==> src/rtl/bp_trace_pkg.sv <==
// Shared types and default widths for the commit-trace branch encoder.
package bp_trace_pkg;

  localparam int unsigned DEF_PC_W        = 32;
  localparam int unsigned DEF_CNT_W       = 8;
  localparam int unsigned DEF_STEP_BYTES  = 4;
  localparam int unsigned DEF_SYNC_PERIOD = 255;
  localparam int unsigned DEF_FIFO_DEPTH  = 4;

  // Width of the fields carried by the commit stage; the encoder traces the low PC_W bits.
  localparam int unsigned COMMIT_PC_W    = 64;
  localparam int unsigned COMMIT_INSTR_W = 32;

  typedef enum logic [1:0] {
    TT_BRANCH   = 2'b00,
    TT_SYNC     = 2'b01,
    TT_OVERFLOW = 2'b10,
    TT_START    = 2'b11
  } trace_type_e;

  typedef enum logic {
    TRK_IDLE  = 1'b0,
    TRK_TRACK = 1'b1
  } trk_state_e;

  typedef struct packed {
    logic [COMMIT_PC_W-1:0]    pc;
    logic [COMMIT_INSTR_W-1:0] instr;
  } bp_commit_pkt_s;

endpackage

==> src/rtl/bp_trace_branch_encoder_fifo.sv <==
// Synchronous packet FIFO between the encoder and the trace sink.
// A push into a full FIFO is accepted when a pop happens in the same cycle.
module bp_trace_fifo #(
  parameter int unsigned WIDTH = 8,
  parameter int unsigned DEPTH = 4
) (
  input  logic             clk_i,
  input  logic             reset_n_i,
  input  logic             push_i,
  input  logic [WIDTH-1:0] data_i,
  input  logic             pop_i,
  output logic [WIDTH-1:0] data_o,
  output logic             valid_o,
  output logic             full_o,
  output logic             empty_o
);

  localparam int unsigned AW = $clog2(DEPTH);

  logic [WIDTH-1:0] mem_q [DEPTH];
  logic [AW:0]      wr_ptr_q, wr_ptr_d;
  logic [AW:0]      rd_ptr_q, rd_ptr_d;
  logic             push_ok, pop_ok;

  // Extra pointer bit distinguishes full from empty when the indices match.
  assign empty_o = (wr_ptr_q == rd_ptr_q);
  assign full_o  = (wr_ptr_q[AW] != rd_ptr_q[AW]) && (wr_ptr_q[AW-1:0] == rd_ptr_q[AW-1:0]);
  assign pop_ok  = pop_i && !empty_o;
  assign push_ok = push_i && (!full_o || pop_ok);
  assign valid_o = !empty_o;
  assign data_o  = empty_o ? '0 : mem_q[rd_ptr_q[AW-1:0]];

  // Pointer advance on accepted push/pop.
  always_comb begin
    wr_ptr_d = wr_ptr_q;
    rd_ptr_d = rd_ptr_q;
    if (push_ok) wr_ptr_d = wr_ptr_q + (AW+1)'(1);
    if (pop_ok)  rd_ptr_d = rd_ptr_q + (AW+1)'(1);
  end

  // Pointer registers.
  always_ff @(posedge clk_i or negedge reset_n_i) begin
    if (!reset_n_i) begin
      wr_ptr_q <= '0;
      rd_ptr_q <= '0;
    end else begin
      wr_ptr_q <= wr_ptr_d;
      rd_ptr_q <= rd_ptr_d;
    end
  end

  // Storage; contents are don't-care while empty since data_o is gated.
  always_ff @(posedge clk_i) begin
    if (push_ok) mem_q[wr_ptr_q[AW-1:0]] <= data_i;
  end

endmodule

==> src/rtl/bp_trace_branch_encoder.sv <==
// Commit-trace encoder: turns the committed-PC stream into START/BRANCH/SYNC/OVERFLOW
// packets and queues them for the trace sink.
module bp_trace_branch_encoder
  import bp_trace_pkg::*;
#(
  parameter int unsigned PC_W        = DEF_PC_W,
  parameter int unsigned CNT_W       = DEF_CNT_W,
  parameter int unsigned STEP_BYTES  = DEF_STEP_BYTES,
  parameter int unsigned SYNC_PERIOD = DEF_SYNC_PERIOD,
  parameter int unsigned FIFO_DEPTH  = DEF_FIFO_DEPTH,
  localparam int unsigned PKT_W      = 2 + CNT_W + PC_W
) (
  input  logic             clk_i,
  input  logic             reset_n_i,
  input  logic             enable_i,
  input  bp_commit_pkt_s   commit_pkt_i,
  input  logic             commit_valid_i,
  output logic [PKT_W-1:0] trace_data_o,
  output logic             trace_valid_o,
  input  logic             trace_ready_i,
  output logic             overflow_o
);

  trk_state_e       state_q, state_d;
  logic [PC_W-1:0]  last_pc_q, last_pc_d;
  logic [CNT_W-1:0] run_cnt_q, run_cnt_d;
  logic [CNT_W-1:0] skip_cnt_q, skip_cnt_d;
  logic             drop_pending_q, drop_pending_d;

  logic             commit_c;
  logic [PC_W-1:0]  pc_c;
  logic             seq_c, sync_hit_c;
  logic [CNT_W-1:0] run_inc_c, skip_inc_c;
  logic             fifo_full, fifo_empty, pop_c, can_push_c;
  logic             trk_gen_c, ovf_gen_c, drop_c, push_c;
  logic [PKT_W-1:0] pkt_c;
  logic             unused_commit;

  assign unused_commit = ^commit_pkt_i;

  assign commit_c   = commit_valid_i && enable_i;
  assign pc_c       = commit_pkt_i.pc[PC_W-1:0];
  assign seq_c      = (pc_c == last_pc_q + PC_W'(STEP_BYTES));
  assign run_inc_c  = run_cnt_q + CNT_W'(1);
  assign sync_hit_c = (run_inc_c == CNT_W'(SYNC_PERIOD));
  assign skip_inc_c = (&skip_cnt_q) ? skip_cnt_q : skip_cnt_q + CNT_W'(1);

  // A full FIFO still takes a push when the sink pops the head this cycle.
  assign pop_c      = trace_valid_o && trace_ready_i;
  assign can_push_c = !fifo_full || pop_c;

  // Tracker state register.
  always_ff @(posedge clk_i or negedge reset_n_i) begin
    if (!reset_n_i) state_q <= TRK_IDLE;
    else            state_q <= state_d;
  end

  // Tracker next state: disable or a dropped packet sends us back to IDLE.
  always_comb begin
    state_d = state_q;
    if (!enable_i || drop_c) begin
      state_d = TRK_IDLE;
    end else if (state_q == TRK_IDLE && !drop_pending_q && commit_c) begin
      state_d = TRK_TRACK;
    end
  end

  // Packet generation for the current cycle.
  always_comb begin
    trk_gen_c = 1'b0;
    ovf_gen_c = 1'b0;
    pkt_c     = '0;
    case (state_q)
      TRK_IDLE: begin
        if (drop_pending_q) begin
          // A commit in the flush cycle is folded into the reported skip count.
          ovf_gen_c = 1'b1;
          pkt_c     = {TT_OVERFLOW, (commit_c ? skip_inc_c : skip_cnt_q), last_pc_q};
        end else if (commit_c) begin
          trk_gen_c = 1'b1;
          pkt_c     = {TT_START, CNT_W'(0), pc_c};
        end
      end
      TRK_TRACK: begin
        if (commit_c) begin
          if (!seq_c) begin
            trk_gen_c = 1'b1;
            pkt_c     = {TT_BRANCH, run_cnt_q, pc_c};
          end else if (sync_hit_c) begin
            trk_gen_c = 1'b1;
            pkt_c     = {TT_SYNC, CNT_W'(SYNC_PERIOD), pc_c};
          end
        end
      end
      default: ;
    endcase
  end

  // A pending OVERFLOW just waits for space; only tracked packets can be dropped.
  assign drop_c     = trk_gen_c && !can_push_c;
  assign push_c     = (trk_gen_c || ovf_gen_c) && can_push_c;
  assign overflow_o = drop_c;

  // Counter, last-PC and drop bookkeeping.
  always_comb begin
    last_pc_d      = last_pc_q;
    run_cnt_d      = run_cnt_q;
    skip_cnt_d     = skip_cnt_q;
    drop_pending_d = drop_pending_q;

    // last_pc tracks the last traced commit so OVERFLOW reports where tracing stopped.
    if (commit_c && !drop_pending_q && !drop_c) last_pc_d = pc_c;

    if (commit_c && state_q == TRK_TRACK && seq_c && !sync_hit_c) begin
      run_cnt_d = run_inc_c;
    end else if (commit_c && !drop_pending_q) begin
      run_cnt_d = '0;
    end
    if (!enable_i) run_cnt_d = '0;

    if (drop_c) begin
      drop_pending_d = 1'b1;
      skip_cnt_d     = CNT_W'(1);
    end else if (ovf_gen_c) begin
      if (can_push_c) begin
        drop_pending_d = 1'b0;
        skip_cnt_d     = '0;
      end else if (commit_c) begin
        skip_cnt_d = skip_inc_c;
      end
    end
  end

  // Datapath registers.
  always_ff @(posedge clk_i or negedge reset_n_i) begin
    if (!reset_n_i) begin
      last_pc_q      <= '0;
      run_cnt_q      <= '0;
      skip_cnt_q     <= '0;
      drop_pending_q <= 1'b0;
    end else begin
      last_pc_q      <= last_pc_d;
      run_cnt_q      <= run_cnt_d;
      skip_cnt_q     <= skip_cnt_d;
      drop_pending_q <= drop_pending_d;
    end
  end

  bp_trace_fifo #(
    .WIDTH (PKT_W),
    .DEPTH (FIFO_DEPTH)
  ) u_fifo (
    .clk_i     (clk_i),
    .reset_n_i (reset_n_i),
    .push_i    (push_c),
    .data_i    (pkt_c),
    .pop_i     (pop_c),
    .data_o    (trace_data_o),
    .valid_o   (trace_valid_o),
    .full_o    (fifo_full),
    .empty_o   (fifo_empty)
  );

  logic unused_empty;
  assign unused_empty = fifo_empty;

endmodule

==> config.mk <==
export PLATFORM = sky130hd
export DESIGN_NAME = bp_trace_branch_encoder
export DESIGN_NICKNAME = d
export VERILOG_FILES = /design/src/rtl/bp_trace_pkg.sv /design/src/rtl/bp_trace_branch_encoder_fifo.sv /design/src/rtl/bp_trace_branch_encoder.sv
export SDC_FILE = /design/constraint.sdc
export NUM_CORES = 1
export LEC_CHECK = 0
export BUFFER_PORTS_ARGS = -buffer_cell sky130_fd_sc_hd__buf_2
export CAP_MARGIN = 10
export CORE_UTILIZATION = 53
export DETAILED_ROUTE_END_ITERATION = 16
export PLACE_DENSITY = 0.75
export REMOVE_ABC_BUFFERS = 1
export SYNTH_ARGS = -nofsm -noshare
export SYNTH_HDL_FRONTEND = slang
export SYNTH_SLANG_ARGS = --single-unit
==> constraint.sdc <==
create_clock -name clk_i -period 4.5 [get_ports clk_i]
set_clock_uncertainty 0.05 [all_clocks]
set_input_delay 0.675 -clock clk_i [delete_from_list [all_inputs] [get_ports clk_i]]
set_output_delay 0.675 -clock clk_i [all_outputs]
set_load 0.02 [all_outputs]
# Word-level counts from Yosys, hierarchy flattened
# Memory sizes are Yosys's and may differ from the RTL's.
# Cells that the tools add are included.
[word_totals] reg_bits=56 in_bits=101 ram_bits=168 wordCells=80 mem_count=1
[op_classes] n_mux=30 bitwise_logic=1 eq_ne=6 n_reduce_logical=30 addsub=5
[memory_table] memory="u_fifo.mem_q" depth=4 word_bits=42 rd=1 rd_ports_with_merged_regs=0 write_ports=1 line_no="bp_trace_branch_encoder_fifo.sv:20" rtl="logic [WIDTH-1:0] mem_q [DEPTH];"
[ops] operator="$mux 42" count=3
[ops] operator="$mux 41" count=3
[ops] operator="$pmux 42 s2" count=1
[ops] operator="$mux 8" count=8
[ops] operator="$add 32x3->32 const B" count=1
[ops] operator="$eq 32x32->1" count=1
[ops] operator="$add 8x1->8 const B" count=2
[ops] operator="$logic_and 1x1->1" count=14
[ops] operator="$mux 1" count=14
[ops] operator="$eq 8x8->1 const B" count=1
[ops] operator="$reduce_and 8->1" count=1
[ops] operator="$logic_not 1->1" count=7
[ops] operator="$add 3x1->3 const B" count=2
[ops] operator="$reduce_bool 2->1" count=3
[ops] operator="$logic_or 1x1->1" count=4
[ops] operator="$eq 3x3->1" count=1
[ops] operator="$ne 3x1->1 const B" count=1
[ops] operator="$eq 2x2->1" count=1
[ops] operator="$pmux 1 s2" count=1
[ops] operator="$reduce_and 2->1" count=1
[ops] operator="$ne 1x1->1" count=1
[ops] operator="$not 1->1" count=1

# Logic depth before layout (Yosys ltp)
# Gate-level depths: netlist (run 1).
[logic_depth] ltp_word=11 depth_mapped=12 mapped_depth_nobuf=10

# Cells and area by module
# Synthesis (run 1) repeated with hierarchy kept, for this count alone.
[hier_totals] hier_cells=774 hier_area_um2=10988.0
[by_module_without_submodules] mod="bp_trace_fifo" cells_per_inst=302 instances=1 area_each_um2=6780.3 seq_area_each_um2=5195.0
[by_module_without_submodules] mod="bp_trace_branch_encoder" cells_per_inst=472 instances=1 area_each_um2=4207.8 seq_area_each_um2=1251.2

# Worst setup path before layout (run 1)
# Ideal clock, no wire load.
[synth_timing] path_type="register -> register" startpoint="register last_pc_q[5]" endpoint="memory u_fifo.mem_q[3][0] in the netlist's numbering (enable)" path_stages_with_launch=10 setup_ns=0.458 arrival_time_ns=4.173 n_path_buf=1 setup_slack_ns=-0.181 cell_sequence="dfrtp_1 buf_2 nand3_1 nor4_4 nand3_2 nor3b_1 a211o_1 o21ai_2 o31ai_1 a21oi_1"
[synth_via] elab_chain_len=10
[synth_rtl] item="start: declaration" line_no="bp_trace_branch_encoder.sv:25" rtl="logic [PC_W-1:0] last_pc_q, last_pc_d;"
[synth_rtl] item="start signal: assignment" line_no="bp_trace_branch_encoder.sv:142" rtl="last_pc_q <= last_pc_d;"
[synth_rtl] item="$add 32x3->32" line_no="bp_trace_branch_encoder.sv:43" rtl="assign seq_c = (pc_c == last_pc_q + PC_W'(STEP_BYTES));"
[synth_rtl] item="$eq 32x32->1" line_no="bp_trace_branch_encoder.sv:43"
[synth_rtl] item="$mux 1" line_no="bp_trace_branch_encoder.sv:86" rtl="if (!seq_c) begin"
[synth_rtl] item="$mux 1" line_no="bp_trace_branch_encoder.sv:85" rtl="if (commit_c) begin"
[synth_rtl] item="$pmux 1 s2" line_no="bp_trace_branch_encoder.sv:73" rtl="case (state_q)"
[synth_rtl] item="$logic_or 1x1->1" line_no="bp_trace_branch_encoder.sv:101" rtl="assign push_c = (trk_gen_c || ovf_gen_c) && can_push_c;"
[synth_rtl] item="$logic_and 1x1->1" line_no="bp_trace_branch_encoder.sv:101"
[synth_rtl] item="$logic_and 1x1->1" line_no="bp_trace_branch_encoder_fifo.sv:29" rtl="assign push_ok = push_i && (!full_o || pop_ok);"
[synth_rtl] item="$mux 1" line_no="bp_trace_branch_encoder_fifo.sv:54" rtl="if (push_ok) mem_q[wr_ptr_q[AW-1:0]] <= data_i;"
[synth_rtl] item="$mux 1 (not written as such)" line_no="bp_trace_branch_encoder_fifo.sv:54"
[synth_rtl] item="end: declaration" line_no="bp_trace_branch_encoder_fifo.sv:20"
# Every way passes these cells.

# Worst setup path in the final report (run 1)
[layout_timing] startpoint="register last_pc_q[8]" endpoint="output port overflow_o"
[layout_via] elab_chain_len=6
[layout_rtl] item="$add 32x3->32" line_no="bp_trace_branch_encoder.sv:43"
[layout_rtl] item="$eq 32x32->1" line_no="bp_trace_branch_encoder.sv:43"
[layout_rtl] item="$mux 1" line_no="bp_trace_branch_encoder.sv:86"
[layout_rtl] item="$mux 1" line_no="bp_trace_branch_encoder.sv:85"
[layout_rtl] item="$pmux 1 s2" line_no="bp_trace_branch_encoder.sv:73"
[layout_rtl] item="$logic_and 1x1->1" line_no="bp_trace_branch_encoder.sv:100" rtl="assign drop_c = trk_gen_c && !can_push_c;"
[layout_rtl] item="end: declaration" line_no="bp_trace_branch_encoder.sv:21" rtl="output logic overflow_o"
# Every way passes these cells.

==> run metrics, run 1 <==
Post-DRT Antenna Nets 0; mapped cell area 11100 um^2; RR Endpoint u_fifo.mem_q[0][40]; initial antenna violation count 1; R2R depth 9; Vias/cell 5.97; register area share after synthesis 58.1%; main combinational cell family by area after synthesis multiplexers; reg2reg start last_pc_q[8]; H-Tree Depth 1; global-route wire length before repair 36700 um; CP endpoint overflow_o; Post-synth top cells edfxtp_1, dfrtp_1, and2_1; Post-synth EDFFs 168; final core utilization 62.0%; port bufs 80; unrepaired setup endpoints after global routing false; P&R area growth vs syn 13.9%; Max clock buf depth 3; area leader, netlist edfxtp_1; Initial DRC Count roughly 600; Die ar. 21500 um^2; Detailed Place HPWL 14900 um; Total GRT Usage 22.0%; wire length after detailed routing between 20000 and 25000 um; io pins 145; GR Overflow Total 0; share of the synthesized area in the top cell type 45.5%; Max stage delay cell, worst path dfrtp_1; Final Hold Vio Count 0; top_reg_cell synth edfxtp_1; Ant. Diodes 0; Post-route DRC 0; # hold bufs at CTS 0; ys async rst share 25.0%; Hold Path Class primary input to async pin; Max Slew Vio Count 0; Post-Synth XOR/XNOR Area 3.63%; setup slack, reg-to-reg approximately 0.64 ns; clock latency on the worst-skew pair 0.50 ns; DR vias just under 7000; Largest stage delay, worst path 0.52 ns; clock-pin slew on the worst setup and hold paths about 0.060 ns; Die Wd 147 um; clock buffer count from CTS 23; GPL Wtd Cong 0.878; Cell variety after synth 74; worst-path cell chain and4_1 > nand4_1 > nor3_1 > mux2_2 > o31ai_2 > nand4_1 > nor3b_4 > a21oi_2 > buf_2; FF+latch area roughly 6400 um^2; Site Rows 52; Peak supply drop roughly 0.49 mV; hold_ws 0.200 ns; DRT Pass-1 Iters 5; clk sink count 224; Final WS setup 0.160 ns; worst path bufs/invs 1; final worst path period need 4.34 ns; mux contribution to synthesized area 13.8%; Slew HR about two fifths; core area 20400 um^2; Starting Density a little over half; Post-Layout Inst Area approximately 13000 um^2; fill count 1570; share of cells above drive strength 1 28.1%; Post-Synth Adder-Cell Area ~1.0%; synth warn 0; endpoint class of the critical path primary output; simple-gate share of the synthesized area 12.5%; synth top area cells edfxtp_1, dfrtp_1, mux4_2, mux2_4, and2_1; Arrival @ worst endpoint 3.61 ns; vias in the first global route 6866; WL per Instance 20.1 um; CP max FO 9; DP Area around 12000 um^2; most frequent cell after synthesis edfxtp_1; largest net degree at the start of global routing 45; Finished Layout Cells ~1100; worst slack, placed roughly 0.36 ns; multi-input logic area 4390 um^2; max cap viols 0; Max Fclk 230 MHz; Setup CP Type flop to primary output; Worst EP required 3.77 ns; root buffer cell clkbuf_16; Die Y 147 um; CP delay by family, top simple AND/OR/NAND/NOR gates; post-synthesis compound-gate area fraction under 10%; CTS tree yes; part of the cycle the worst path needs a little over nine tenths; Nets roughly 960; PwrDens 607 nW/um^2; register bit total from synthesis about 220; Critical path origin last_pc_q[8]; Syn Area/Cell 14.4 um^2; status complete, no violations; Mapped Cells 771; DP Cell Count about 1100; Worst path most repeated cell nand4_1; CP Depth 9; P_leak 4.65 nW; Slew @ Worst Pin 0.907 ns; Worst setup SP type flop; final setup vio count 0
[registers in the layout (all words and copies together) (netlist names)]
register,count
run_cnt_q,8
u_fifo.wr_ptr_q,3
u_fifo.rd_ptr_q,3
u_fifo.mem_q,168
state_q,1
last_pc_q,32
drop_pending_q,1
skip_cnt_q,8
[placed cells by master (no fill, tap or decap), types with 4 or more instances in the layout]
cell	instances
dfrtp_1	53
mux2i_1	8
nand4b_1	4
inv_1	13
buf_12	7
nor2b_1	5
ha_1	9
nand4_1	16
a22oi_1	6
clkbuf_8	6
nand3_1	22
o31ai_1	5
nor4_1	5
clkbuf_16	23
buf_2	80
and3_1	9
a31oi_1	5
nor3b_1	5
xor2_1	21
mux2_4	30
and4_1	9
nor3_1	11
a211o_1	12
edfxtp_1	168
mux2_2	5
nand2b_1	10
and2_1	50
or4_1	5
nand2_1	35
xnor2_1	25
o21ai_0	14
a21oi_1	13
mux4_2	42
buf_4	15
a22o_1	32
nor2_1	22
[layer usage]
metal | vias up | wire [um] | track usage (%)
met3 | 30 | 1200 | 3.59
met4 | 0 | 323 | 5.21
met5 | - | 0 | 0
li1 | 3170 | - | -
met2 | 182 | 11300 | 37.1
met1 | 3412 | 10100 | 30.0
[metrics by stage]
step	TNS (ns)	power [mW]
6_report	0	7.67
5_1_grt	0	8.09
4_1_cts	0	7.74
3_5_place_dp	0	5.88
3_3_place_gp	0	5.82
2_1_floorplan	-23.50	4.96
[worst min path at each step]
stage	from	to	slack, ns	depth (start not counted)
after detailed placement	u_fifo.rd_ptr_q[2]	u_fifo.rd_ptr_q[2]	0.44	1
after global placement	u_fifo.wr_ptr_q[2]	u_fifo.wr_ptr_q[2]	0.43	1
after global routing	reset_n_i	run_cnt_q[4]	0.26	1
after floorplan	reset_n_i	drop_pending_q	0.33	0
final	reset_n_i	run_cnt_q[0]	0.20	1
after CTS	reset_n_i	u_fifo.rd_ptr_q[2]	0.23	1
[what timing repair did]
| item | CTS | global route |
|---|---|---|
| setup endpoints to repair | 0 | 1 |
| buffers inserted | 0 | 1 |
| resized for setup | 0 | 4 |
[power breakdown]
group	total [mW]	switching [mW]	internal, mW
Clock	1.86	0.763	1.09
Sequential	2.89	0.302	2.59
Combinational	2.92	1.62	1.30
Total	7.67	2.68	4.99
[layout make-up]
cell class	count	share of cell area [%]
clock inverter	11	0.713
sequential	224	51.1
multi-input combinational	488	34.7
inverter	13	0.386
clock buffer	30	5.24
timing repair buffer	102	5.17
tap	270	2.68
[logic make-up (layout without fill, tap and decap cells)]
logic type,count (synthesis),after routing
simple gates,230,230
mux,85,85
flops,224,224
buf+inv,59,156
xor+xnor,46,46
compound gates,118,118
fa+ha+maj,9,9
Power figures use the tool's default switching activity.
==> run 2: changes to the inputs <==
==> constraint.sdc (replaced) <==
create_clock -name clk_i -period 4.5 [get_ports clk_i]
set_clock_uncertainty 0.05 [all_clocks]
set_input_delay 0 -clock clk_i [delete_from_list [all_inputs] [get_ports clk_i]]
set_output_delay 0 -clock clk_i [all_outputs]
set_load 0.02 [all_outputs]
==> run 2 against run 1 <==
  * Setup slack improved by 0.075 ns
  * Worst hold slack got worse by 0.091 ns
  * Maximum frequency increased by 1.8%
  * Critical path type is now flop to flop
  * Largest cell class unchanged
  * Combinational power about the same
  * Critical path depth increased by 2
  * Non-clock buffer count increased by 32
  * Design area increased by 2.3%
==> run metrics, run 2 (synthesized netlist as in run 1, its figures left out) <==
root buffer cell clkbuf_16; endpoint class of the critical path flop; Post-DRT Antenna Nets 0 (unchanged); fill count 1522 (-3.1%); Starting Density 54.4% (unchanged); vias in the first global route 7139 (+4.0%); clock power share 24.4% (+0.2 points); Int Power 5.02 mW (+0.61%); Logic pwr share 38.1% (about the same); Worst setup SP type flop; P&R area growth vs syn 16.5%; Hold Path Class primary input to async pin; WL per Instance 19.8 um (-1.2%); H-Tree Depth 1 (unchanged); unrepaired setup endpoints after global routing false; part of the cycle the worst path needs 94.8% (-1.7 points); Post-route DRC 0 (unchanged); DRT Pass-1 Iters 5 (unchanged); share of cells above drive strength 1 25.7% (-2.4 points); Die ar. 21500 um^2 (unchanged); Initial DRC Count 535 (-8.2%); Final Hold Vio Count 0 (unchanged); final core utilization 63.4% (+1.4 points); most frequent cells in the layout edfxtp_1, buf_2, dfrtp_1, and2_1, mux4_2; CP max FO 42 (+33); Largest stage delay, worst path 0.57 ns (+0.05 ns); Max stage delay cell, worst path o31ai_1; Vias/cell 6.00 (+0.51%); DR vias 7027 (+3.4%); Worst path most repeated cell o31ai_1; Max Slew Vio Count 0 (unchanged); Setup CP Type flop to flop; port bufs 80 (unchanged); switching part of the total 34.8% (-0.12 points); Die Y 147 um (unchanged); GR Overflow Total 0 (unchanged); commonest non-fill, non-tap cell in the layout edfxtp_1; Post-CTS Setup Inserts 0 (unchanged); P_leak 4.75 nW (+2.2%); Reg power frac 37.5% (-0.2 points); Peak supply drop 0.432 mV (-12%); Arrival @ worst endpoint 4.45 ns (+0.84 ns); clock-pin slew on the worst setup and hold paths 0.06 ns (about the same); clock buffer count from CTS 23 (unchanged); Slew @ Worst Pin 0.909 ns (+0.00230 ns); worst-path cell chain ha_1 > and4_1 > nand4_1 > nor3_1 > mux2_2 > o31ai_1 > o2111ai_1 > o31ai_1 > a21oi_1 > and2_2 > buf_12; Die Wd 147 um (unchanged); reg2reg start last_pc_q[2]; Critical path origin last_pc_q[2]; switching power 2.68 mW (about the same); GPL Wtd Cong 0.872 (-0.60%); CTS tree yes; clock latency on the worst-skew pair 0.51 ns (about the same); Final WS setup 0.235 ns (+0.0748 ns); Slew HR 39.2% (-0.35 points); Site Rows 52 (unchanged); io pins 145 (unchanged); PwrDens 596 nW/um^2 (-1.8%); DP Area 11800 um^2 (-0.47%); CP delay by family, top compound AO/OA/AOI/OAI gates; wire length after detailed routing 23200 um (+1.6%); Ant. Diodes 0 (unchanged); Max clock buf depth 3 (unchanged); Total GRT Usage 22.2% (+0.21 points); global-route wire length before repair 37600 um (+2.7%); worst path bufs/invs 1 (unchanged); final worst path period need 4.27 ns (-0.0748 ns); Largest register FFs 168 (unchanged); final setup vio count 0 (unchanged); Detailed Place HPWL 14300 um (-4.0%); largest net degree at the start of global routing 57 (+27%); worst slack, placed 0.342 ns (-0.0167 ns); Worst EP required 4.68 ns (+0.91 ns); Post-Layout Inst Area 12900 um^2 (+2.3%); core area 20400 um^2 (unchanged); Nets 994 (+3.3%); initial antenna violation count 0 (-1); Max Fclk 234 MHz (+1.8%); clk sink count 224 (unchanged); status complete, no violations; max cap viols 0 (unchanged)
## run 2: worst paths after layout
kind                       depth (start not counted)  slack [ns]                  to
setup / recovery                                  11        0.23  u_fifo.mem_q[0][5]
hold / removal                                     3        0.11  u_fifo.rd_ptr_q[1]
setup reg to reg                                  11        0.23  u_fifo.mem_q[0][5]
hold reg to reg                                    1        0.44  u_fifo.wr_ptr_q[2]
max in group asynchronous                          3        3.74       skip_cnt_q[5]
min in group clk_i                                 3        0.26        last_pc_q[7]
## run 2: what timing repair did
| action | in CTS | in global routing |
|---|---|---|
| endpoints found under the hold margin | 222 | 0 |
| gates resized for setup | 0 | 0 |
| hold buffers | 37 | 0 |
## run 2: cell type report
class / count / area (um^2) / area share [%]
Clock buffer: 33 / 643 / 4.98
Clock inverter: 9 / 106 / 0.824
Inverter: 13 / 48.8 / 0.378
Multi-Input combinational cell: 488 / 4370 / 33.8
Sequential cell: 224 / 6450 / 49.9
Tap cell: 270 / 338 / 2.62
Timing Repair Buffer: 134 / 961 / 7.44
## run 2: worst min-delay path, cell delays in order
cell,delay (ns)
dlygate4sd3_1,0.52
buf_2,0.09
buf_4,0.56
## run 2: per-stage QoR
step / TNS [ns] / std cells / hold slack, ns / total power, mW
global route: 0 / 1171 / 0.208 / 8.10
floorplan: -23.50 / 725 / -0.346 / 4.96
finish: 0 / 1171 / 0.109 / 7.70
global placement: 0 / 1092 / 0.154 / 5.81
detailed placement: 0 / 1092 / 0.166 / 5.85
CTS: 0 / 1171 / 0.163 / 7.77
## run 2: power by group through the flow
stage	sequential [mW]	clock, mW	combinational, mW
2_1_floorplan	2.99	0	1.97
3_3_place_gp	2.90	0	2.91
3_5_place_dp	2.92	0	2.93
4_1_cts	2.88	1.91	2.98
5_1_grt	2.93	1.99	3.19
6_report	2.89	1.88	2.94
## run 2: routing by layer
| layer | vias up | track usage (%) | share of wire [%] |
|---|---|---|---|
| met5 | - | 0 | 0 |
| met4 | 0 | 6.61 | 2.1 |
| met3 | 35 | 2.97 | 4.5 |
| met2 | 196 | 37.0 | 50 |
| met1 | 3559 | 30.5 | 44 |
| li1 | 3237 | - | - |
